==> src/rtl/sat_counter.sv <==
`default_nettype none
// +----------------------------------------------------------------------------+
// | Module : sat_counter                                                       |
// | Desc   : Saturating event counter with synchronous clear                   |
// | Rev    : 1.0  initial release                                              |
// +----------------------------------------------------------------------------+
module sat_counter #(
    parameter int CNT_W = 8
) (
    input  logic             clk,
    input  logic             rst,
    input  logic             inc,
    input  logic             clr,
    output logic [CNT_W-1:0] count
);

    localparam logic [CNT_W-1:0] c_max = '1;

    logic [CNT_W-1:0] r_count;

    // A clear coinciding with an increment keeps that event rather than dropping it
    always_ff @(posedge clk or posedge rst) begin
        if (rst) begin
            r_count <= '0;
        end else if (clr) begin
            r_count <= inc ? CNT_W'(1) : '0;
        end else if (inc && (r_count != c_max)) begin
            r_count <= r_count + 1'b1;
        end
    end

    assign count = r_count;

endmodule
`default_nettype wire

==> config.mk <==
export PLATFORM = sky130hd
export DESIGN_NAME = sat_counter
export DESIGN_NICKNAME = d
export VERILOG_FILES = /design/src/rtl/sat_counter.sv
export SDC_FILE = /design/constraint.sdc
export NUM_CORES = 1
export LEC_CHECK = 0
export ABC_AREA = 1
export BUFFER_PORTS_ARGS = -buffer_cell sky130_fd_sc_hd__buf_4
export CAP_MARGIN = 20
export CORE_AREA = 2 2 39 41
export CTS_CLUSTER_DIAMETER = 30
export DETAILED_ROUTE_END_ITERATION = 8
export DIE_AREA = 0 0 41 43
export GPL_TIMING_DRIVEN = 0
export PLACE_DENSITY = 0.63
export SLEW_MARGIN = 0
export SYNTH_ARGS = -nofsm -noshare
export SYNTH_HDL_FRONTEND = slang
export SYNTH_SLANG_ARGS = --single-unit
==> constraint.sdc <==
create_clock -name clk -period 1.3 [get_ports clk]
set_input_delay 0.195 -clock clk [delete_from_list [all_inputs] [get_ports clk]]
set_output_delay 0.195 -clock clk [all_outputs]
set_load 0.03 [all_outputs]
# == Yosys cells after proc, flatten, opt, wreduce, memory -nomap -nowiden ==
# Index checks and enable logic that the tools add are counted.
# totals
input_bits,4
out_inout_bits,8
regBits,8
# classes
addsub,1
muxes,3
n_reduce_logical,2
n_eq_ne,1
# op_table
cell,count
$mux W8,2
$add A8 B1 Y8 const B,1
$ne A8 B8 Y1 const B,1
$reduce_bool A2 Y1,1
$logic_and A1 B1 Y1,1
$mux W1,1

# == Longest topological paths before layout ==
# depth
word_depth,4
depth_mapped,9
depth_no_buf,9

# == Worst setup path after synthesis ==
# No wires, ideal clock.
# synth_path
path_type,reg-to-reg
from,register r_count[1] (netlist: count[1])
to,register r_count[0] (netlist: count[0])
period_less_slack_ns,1.422
path_slack_ns,-0.122
n_path_buf,0
setup_time_ns,0.122
required_time_ns,1.178
path_stages_with_launch,9
t_arrival_ns,1.301
path_cell_list,dfrtp_1 -> ha_1 -> nand2_1 -> nor2_1 -> nand2_2 -> nand2_2 -> nand2_4 -> nand2_1 -> o21ai_1
# synth_via
elab_chain_cells,3
# synth_lines
element,line,text
from (decl),19,logic [CNT_W-1:0] r_count;
from (signal assigned),26,r_count <= inc ? CNT_W'(1) : '0;
from (signal assigned),28,r_count <= r_count + 1'b1;
$ne A8 B8 Y1,27,end else if (inc && (r_count != c_max)) begin
$logic_and A1 B1 Y1,27,
$reduce_bool A2 Y1 (no line),-,
# No other way between the ends.
# A chain may end at the register's enable or synchronous reset.

# == Worst setup path in the final report ==
# layout_path
from,register r_count[0] (netlist: count[0])
to,register r_count[1] (netlist: count[1])
# layout_via
elab_chain_cells,3
elab_cells_between_ends,6
classes_between,add/sub: 1; eq/ne: 1; mux: 2; reduce/logical: 2
# layout_lines
element,line
$add A8 B1 Y8 or $ne A8 B8 Y1 (tied branches),"28, 27"
$mux W8 or $logic_and A1 B1 Y1 (tied branches),27
$mux W8 or $reduce_bool A2 Y1 (tied branches),-
# Parallel ways exist; a longest one is shown, timed or not. The select of a mux whose other input is x is not followed.

==> results.yml <==
yosys:
  synth_nets: 75
  synth_cell_types: 19
  yosysSeqAreaShare_pct: 40.3
  synth_area_leaders: "dfrtp_1 40%, nand2_1 18%, inv_1 5.3%"
  synth_compound_area_share_pct: 6.55
  synthAdderAreaFrac_pct: 2.52
  synth.most_common_cell: "nand2_1"
  synth_warnings: 0
  yosys.area_share.simple_pct: 40.3
  synthCells: 70
  netlist_top_cells_count: "24 x nand2_1, 8 x dfrtp_1, 7 x inv_1, 7 x nor2_1, 5 x nand3_1"
  synth_ff_type: "dfrtp_1"
  synth_area_leader_cell: "dfrtp_1"
  synth_top_family_by_area: "simple AND/OR/NAND/NOR gates"
  synth_edf_count: 0
  synth_xor_area_share_pct: 1.76
  ys_ff_latch: 8
  synth_top_area_share_pct: 40.3
  synthMuxAreaShare_pct: 0
  synth.avg_cell_area_sq_um: 7.10
  synth_area_sq_um: 497
  ys_async_sr_fraction_pct: 100
route:
  wl_um: 1170
  drc: 0
  highest_layer: "met4"
  met3_wirelength_um: 63
  wl_met1_um: 552
  drtAntennaViolNets: 0
  wl_met2_um: 546
  drtIter0Drc: 5
  drtPass1Iterations: 4
  avgRoutedWirePerCell_um: 11.3
  route.vias.total: 515
  via_per_inst: 4.95
clock_tree:
  cts_max_level: 1
  cts_tree: "done"
  path_clk_slew_ns: 0.06
  cts_max_path_buffers: 2
  cts-root-buf: "clkbuf_4"
  numClockSinks: 8
  cts_buffers: 3
  clk-insertion-delay-late_ns: 0.25
final_layout:
  area_growth_pct: 42.8
  largest_register_ffs: 8
  diodes: 0
  drive_above_1_share_pct: 40.9
  nFillCells: 134
  finalNonFillerCells: 104
  postLayoutCoreUtil_pct: 51.3
  final_nets: 95
die:
  initial_core_util_pct: 35.9
  rows: 14
  coreArea_sq_um: 1380
  die_h_um: 43
  pin_count: 12
  die_area_sq_um: 1760
  dieWidth_um: 41
placement:
  dp_hpwl_um: 789
  dp_cells: 97
  routabilityCongestion: 0.748
  portBuffers: 11
grt:
  grt-ovfl-total: 0
  grt_pass1_vias: 431
  track_usage_pct: 15.6
  grt_pass1_wl_um: 1840
  antenna_found_initial: 0
  grt_max_degree: 9
sta:
  hold_viol: 0
  rsz0062_at_grt: "yes"
  setup-violations-final: 0
  slew_violations: 0
  skew_ns: 0.00248
  max_freq_mhz: 787
  max_slew_margin_pct: 78.6
  fin_crit_sh_pct: 97.8
  fin_tns_setup_ns: 0
  fin_crit_ns: 1.27
  worst-slew-pin-transition_ns: 0.321
setup_path:
  worst_setup_path_start_kind: "flop"
  r2r-start: "count[0]"
  cp-end-kind: "flop"
  crit_path_start: "count[0]"
  crit_fanout: 6
  worstPathRequired_ns: 1.44
  crit_type: "reg2reg"
  cp.arrival_ns: 1.42
hold_path:
  hold_start: "clr"
  hold_path_class: "in2reg"
flow_run:
  cap_violations: 0
pwr:
  powerDensity_nw_per_um2: 849
  irDropWorstVdd_uv: 436
  p_leak_nw: 0.382
run_status:
  outcome: "complete, no violations"
-- final cells by class --
cell class | count | area [sq um] | area share [%]
multi-input cells | 52 | 303 | 42.7
clock buffers | 3 | 22.5 | 3.17
well taps | 16 | 20.0 | 2.82
repair buffers | 15 | 115 | 16.2
flip-flops and latches | 8 | 204 | 28.7
inverters | 10 | 45.0 | 6.35
-- logic make-up (layout without fill, tap and decap cells) --
| group | after synthesis | after routing |
|---|---|---|
| and+or+nand+nor | 44 | 44 |
| buffers and inverters | 10 | 28 |
| DFF | 8 | 8 |
| AOI/OAI and AO/OA | 6 | 6 |
| adders and majority gates | 1 | 1 |
| xor gates and xnor gates | 1 | 1 |
-- critical path: stages, from the launching register on --
cell and delay [ns]:
dfrtp_2 0.44, ha_4 0.18, nand2_4 0.08, nor2_4 0.04
nand2_2 0.07, nand2_2 0.07, nand2_4 0.12, inv_8 0.06
nand2_2 0.05, nand2_1 0.05
-- final timing paths --
check | slack [ns] | end | depth (start not counted)
worst min-delay path | 0.23 | count[3] | 4
min in group asynchronous | 0.45 | count[2] | 3
worst min register to register | 0.52 | count[6] | 2
worst max-delay path | 0.03 | count[1] | 9
worst max register to register | 0.03 | count[1] | 9
max in group asynchronous | 0.58 | count[1] | 3
-- stage by stage --
stage	cell area, sq um	total power, mW	hold slack, ns	worst slack [ns]
after CTS	649	0.579	0.225	0.0104
final	709	0.603	0.228	0.0288
after detailed placement	617	0.382	0.175	0.0260
after floorplan	514	0.341	0.0105	0.0141
after global routing	709	0.635	0.246	-0.0392
after global placement	617	0.379	0.173	0.0313
-- placed cells by master, fill, tap and decap left out --
| cell | instances |
|---|---|
| nor2_4 | 2 |
| inv_1 | 7 |
| nand2_1 | 18 |
| dlygate4sd3_1 | 1 |
| inv_2 | 1 |
| o21ai_0 | 1 |
| o21ai_1 | 2 |
| dfrtp_1 | 5 |
| nand4_1 | 2 |
| clkbuf_4 | 3 |
| clkinv_1 | 1 |
| nand2_4 | 3 |
| a21oi_1 | 1 |
| dfrtp_2 | 3 |
| nor3_1 | 1 |
| inv_8 | 1 |
| buf_4 | 14 |
| xor2_1 | 1 |
| a21oi_2 | 1 |
| nand2_2 | 7 |
| ha_4 | 1 |
| nor2_1 | 6 |
| o21bai_1 | 1 |
| nand3_1 | 5 |
-- power breakdown --
| group | leakage [nW] | internal (mW) | switching (mW) |
|---|---|---|---|
| clock network | 0.0138 | 0.106 | 0.0917 |
| logic | 0.263 | 0.0549 | 0.0718 |
| registers | 0.105 | 0.260 | 0.0175 |
-- layer usage --
layer | global-route usage (%) | up-vias
met3 | 3.14 | 2
met4 | 10.0 | 0
met2 | 20.3 | 20
met5 | 0 | -
li1 | - | 259
met1 | 22.4 | 234
-- repair_timing --
action | CTS | global route
hold buffers | 1 | 0
setup buffers | 0 | 3
endpoints found under the hold margin | 8 | 0
resized for setup | 0 | 12
endpoints found under the setup margin | 0 | 7
Power figures use the tool's default switching activity.
